==> src/rtl/des_key_schedule.sv <==
// DES subkey generator: PC-1 on load, then one rotate + PC-2 subkey per clock into 16 slots (reversed for decrypt).
// Latency: 17 edges from accepted key_load to keys_valid; key_load is ignored while key_busy is high.
module des_key_schedule (
  input  logic              clk,
  input  logic              n_rst,
  input  logic [0:63]       key_in,
  input  logic              decrypt,
  input  logic              key_load,
  output logic              key_busy,
  output logic              keys_valid,
  output logic [0:15][0:47] round_keys
);

  typedef enum logic [1:0] {S_IDLE, S_GEN, S_DONE} state_t;

  // FIPS 46-3 tables, 1-based source bit numbers
  localparam int PC1_T [0:55] = '{
    57, 49, 41, 33, 25, 17,  9,  1, 58, 50, 42, 34, 26, 18,
    10,  2, 59, 51, 43, 35, 27, 19, 11,  3, 60, 52, 44, 36,
    63, 55, 47, 39, 31, 23, 15,  7, 62, 54, 46, 38, 30, 22,
    14,  6, 61, 53, 45, 37, 29, 21, 13,  5, 28, 20, 12,  4};
  localparam int PC2_T [0:47] = '{
    14, 17, 11, 24,  1,  5,  3, 28, 15,  6, 21, 10,
    23, 19, 12,  4, 26,  8, 16,  7, 27, 20, 13,  2,
    41, 52, 31, 37, 47, 55, 30, 40, 51, 45, 33, 48,
    44, 49, 39, 56, 34, 53, 46, 42, 50, 36, 29, 32};

  function automatic logic [0:55] pc1(input logic [0:63] k);
    logic [0:55] r;
    r = '0;
    for (int i = 0; i < 56; i++) r[i] = k[6'(PC1_T[i] - 1)];
    return r;
  endfunction

  function automatic logic [0:47] pc2(input logic [0:55] cd);
    logic [0:47] r;
    r = '0;
    for (int i = 0; i < 48; i++) r[i] = cd[6'(PC2_T[i] - 1)];
    return r;
  endfunction

  state_t              r_state;
  state_t              w_next_state;
  logic                w_load;
  logic [0:27]         r_c;
  logic [0:27]         r_d;
  logic [3:0]          r_rnd;
  logic                r_dir;
  logic [0:15][0:47]   r_round_keys;
  logic                w_single;
  logic [0:27]         w_c_rot;
  logic [0:27]         w_d_rot;
  logic [0:47]         w_subkey;
  logic [3:0]          w_slot;

  // Rounds 1, 2, 9 and 16 rotate by one; the rest by two (28 in total)
  assign w_single = (r_rnd == 4'd0) || (r_rnd == 4'd1) || (r_rnd == 4'd8) || (r_rnd == 4'd15);
  assign w_c_rot  = w_single ? {r_c[1:27], r_c[0]} : {r_c[2:27], r_c[0:1]};
  assign w_d_rot  = w_single ? {r_d[1:27], r_d[0]} : {r_d[2:27], r_d[0:1]};
  assign w_subkey = pc2({w_c_rot, w_d_rot});
  assign w_slot   = r_dir ? (4'd15 - r_rnd) : r_rnd;

  always_ff @(posedge clk) begin
    if (!n_rst) r_state <= S_IDLE;
    else        r_state <= w_next_state;
  end

  always_comb begin
    w_next_state = r_state;
    w_load       = 1'b0;
    case (r_state)
      S_IDLE, S_DONE: begin
        if (key_load) begin
          w_load       = 1'b1;
          w_next_state = S_GEN;
        end
      end
      S_GEN: begin
        if (r_rnd == 4'd15) w_next_state = S_DONE;
      end
      default: w_next_state = S_IDLE;
    endcase
  end

  always_ff @(posedge clk) begin
    if (!n_rst) begin
      r_c          <= '0;
      r_d          <= '0;
      r_rnd        <= '0;
      r_dir        <= 1'b0;
      r_round_keys <= '0;
    end else if (w_load) begin
      {r_c, r_d} <= pc1(key_in);
      r_dir      <= decrypt;
      r_rnd      <= '0;
    end else if (r_state == S_GEN) begin
      r_c                  <= w_c_rot;
      r_d                  <= w_d_rot;
      r_round_keys[w_slot] <= w_subkey;
      r_rnd                <= r_rnd + 4'd1;
    end
  end

  assign key_busy   = (r_state == S_GEN);
  assign keys_valid = (r_state == S_DONE);
  assign round_keys = r_round_keys;

endmodule

==> config.mk <==
export PLATFORM = sky130hd
export DESIGN_NAME = des_key_schedule
export DESIGN_NICKNAME = d
export VERILOG_FILES = /design/src/rtl/des_key_schedule.sv
export SDC_FILE = /design/constraint.sdc
export NUM_CORES = 1
export LEC_CHECK = 0
export ABC_CLOCK_PERIOD_IN_PS = 4100
export BUFFER_PORTS_ARGS = -buffer_cell sky130_fd_sc_hd__buf_2
export CAP_MARGIN = 20
export CORE_AREA = 4 4 328 330
export CTS_CLUSTER_DIAMETER = 200
export DETAILED_ROUTE_END_ITERATION = 12
export DIE_AREA = 0 0 332 334
export GPL_TIMING_DRIVEN = 0
export REMOVE_ABC_BUFFERS = 1
export SLEW_MARGIN = 30
export SYNTH_ARGS = -nofsm -noshare
export SYNTH_HDL_FRONTEND = slang
export SYNTH_SLANG_ARGS = --single-unit
==> constraint.sdc <==
create_clock -name clk -period 4.1 [get_ports clk]
set_input_delay 0.82 -clock clk [delete_from_list [all_inputs] [get_ports clk]]
set_output_delay 0.82 -clock clk [all_outputs]
set_load 0.05 [all_outputs]
==> results.cfg <==
[clock_network]
worst_skew_pair.late_latency_ns = 0.64
cts_resized = 0
clk_pin_slew_worst_paths_ns = 0.06
cts_root_buf = clkbuf_16
htreeDepth = 2
postCtsHoldBufs = 0
cts_buffer_depth = 3
post-cts-setup-buffers = 0
cts_tree = done
cts_buffers = 57
clock_sinks = 511

[setup_path]
required_ns = 3.28
endpoint_kind = output port
cp-start-kind = flop
worstSetupPathType = flop to output port
cp_max_fo = 18
timing.rr.start = r_rnd[0]
crit_arrival_ns = 2.72
reg2reg_slack_ns = 0.62
startpoint = r_state[0]

[die]
fp.dieW_um = 332
dieArea_um2 = 110900
core-area_um2 = 104800
io_pins = 838
die_h_um = 334
initial_core_util = 0.1926
rows = 119

[timing]
rsz0062_at_grt = false
fmax_mhz = 282.6
relSlewSlack = 0.3566
worst_pin_slew_ns = 0.9596
fin_skew_ns = 0.02195
setup_violations = 0
period_needed_ns = 3.538
finalHoldViolations = 0
min_period_over_period = 0.8630
slew_violations = 0
setup_tns_ns = 0

[synthesis]
synth.distinct_cells = 39
synth.yosys.seq_area_share = 0.5067
yosysWarnings = 0
syn-cell-area_um2 = 20190
avgSynthCellArea_um2 = 9.352
syn_inst = 2159
synth_seq_cells = 511

[drt]
vias = 16210
dr.pass1.iters = 5
routed_wl_um = 72000
drc = 0
ant_nets = 0
post_drt_wl_per_cell_um = 17.93
drtIter0Drc = 946
viasPerCell = 4.036

[layout]
fin_nets = 2647
synthToLayoutAreaGrowth_pct = 29.50
n_antenna_cell = 0
drive_above_1_share = 0.2912
num-fill-cells = 11180
stdcell_count = 4015
layout_common_cells = dfxtp_1 (511), buf_2 (480), a21oi_1 (416), o21ai_0 (363), conb_1 (320)
final_common_cell = dfxtp_1
fin_area_um2 = 26150

[placement]
io_buffers = 481
gp_congestion = 0.7316
dp.final_hpwl_um = 52590
placed_area_um2 = 24120
place_inst = 3908

[grt]
antenna_found_initial = 9
track_usage = 0.1211
overflow = 0
grt_first_pass_wirelength_um = 101900
grt_pass1_vias = 14680
grt_max_degree = 133

[flow_run]
drv_cap = 0

[power_and_ir_drop]
ir_worst_vdd_uv = 329.3
power_density_nw_per_um2 = 459.5
p_leak_nw = 11.58

[hold_path]
hp-start = key_in[27]
hold_class = input port to flop

[outcome]
status = finished, final reports clean
==> state kept, by name, summed over array words and instances, names as in the netlist <==
| register | flops |
|---|---|
| r_d | 28 |
| r_rnd | 4 |
| r_state | 2 |
| r_dir | 1 |
| r_c | 28 |
| round_keys | 448 |
==> worst max-delay path: stages (launching register included) <==
cell and delay, ns:
dfxtp_1 0.51, nand2b_1 0.46, inv_1 0.71, buf_2 0.39
==> synthesized netlist by cell type (all sizes together) <==
master | number | area share
mux2i | 50 | 0.029
a21oi | 452 | 0.12
nand4b | 1 | 0.00074
o31ai | 7 | 0.0026
nand3 | 9 | 0.0022
dfxtp | 511 | 0.51
buf | 443 | 0.16
a22oi | 22 | 0.0084
clkbuf | 83 | 0.015
or3 | 2 | 0.00062
o22ai | 37 | 0.014
inv | 4 | 0.00074
nand2 | 7 | 0.0013
nand3b | 3 | 0.0011
nand2b | 3 | 0.00093
o21ai | 449 | 0.11
nor2 | 25 | 0.0046
xor2 | 1 | 0.00043
conb | 1 | 0.00019
o21a | 1 | 0.00037
nor2b | 4 | 0.0012
ha | 3 | 0.0019
mux2 | 7 | 0.0039
or3b | 3 | 0.0013
o2bb2ai | 28 | 0.012
nand4bb | 2 | 0.0011
or4b | 1 | 0.00068
==> kinds of logic after synthesis <==
| group | after synthesis | synth area share |
|---|---|---|
| xor gates and xnor gates | 1 | 0.0004339 |
| adders and majority gates | 3 | 0.001859 |
| muxes | 57 | 0.03315 |
| and+or+nand+nor | 60 | 0.01593 |
| AOI/OAI and AO/OA | 996 | 0.2677 |
| buffers and inverters | 530 | 0.1741 |
| other | 1 | 0.0001857 |
| DFF | 511 | 0.5067 |
==> final cells by class <==
cell class              instances  area, um^2  share of cell area
inverters                       4       15.01           0.0005742
flip-flops and latches        511       10230              0.3912
multi-input cells            1437        8104              0.3099
clock buffers                  74        1620             0.06197
repair buffers                565        4035              0.1543
clock inverters                33       402.9             0.01541
well taps                    1391        1740             0.06656
==> metrics by stage <==
stage          worst slack, ns  utilization  hold WS, ns  power [mW]
6_report                0.5617       0.2495       0.3954       12.02
5_1_grt                 0.3878       0.2495       0.3701       12.45
4_1_cts                 0.5426       0.2495       0.3329       12.21
3_5_place_dp            0.5946       0.2301       0.4552       6.631
3_3_place_gp            -6.270       0.2102       0.4486       6.513
2_1_floorplan          -0.7636            -       0.4330       6.236
==> final timing paths <==
check | endpoint | cells after the start
worst max-delay path | key_busy | 3
worst min-delay path | r_d[24] | 3
worst max register to register | round_keys[331] | 10
worst min register to register | r_d[0] | 1
==> routing by layer <==
metal / track usage / part of all wire / vias up
li1: - / - / 7790
met3: 0.03541 / 0.082 / 119
met5: 0 / 0.00071 / -
met2: 0.1946 / 0.46 / 697
met1: 0.1548 / 0.42 / 7591
met4: 0.04295 / 0.034 / 8
==> power by group <==
part	leakage (nW)	switching (mW)	internal (mW)
combinational	6.47	1.19	0.240
clock	0.985	2.24	3.25
sequential	4.13	0.0586	5.04
total	11.6	3.49	8.52
Power figures use the tool's default switching activity.
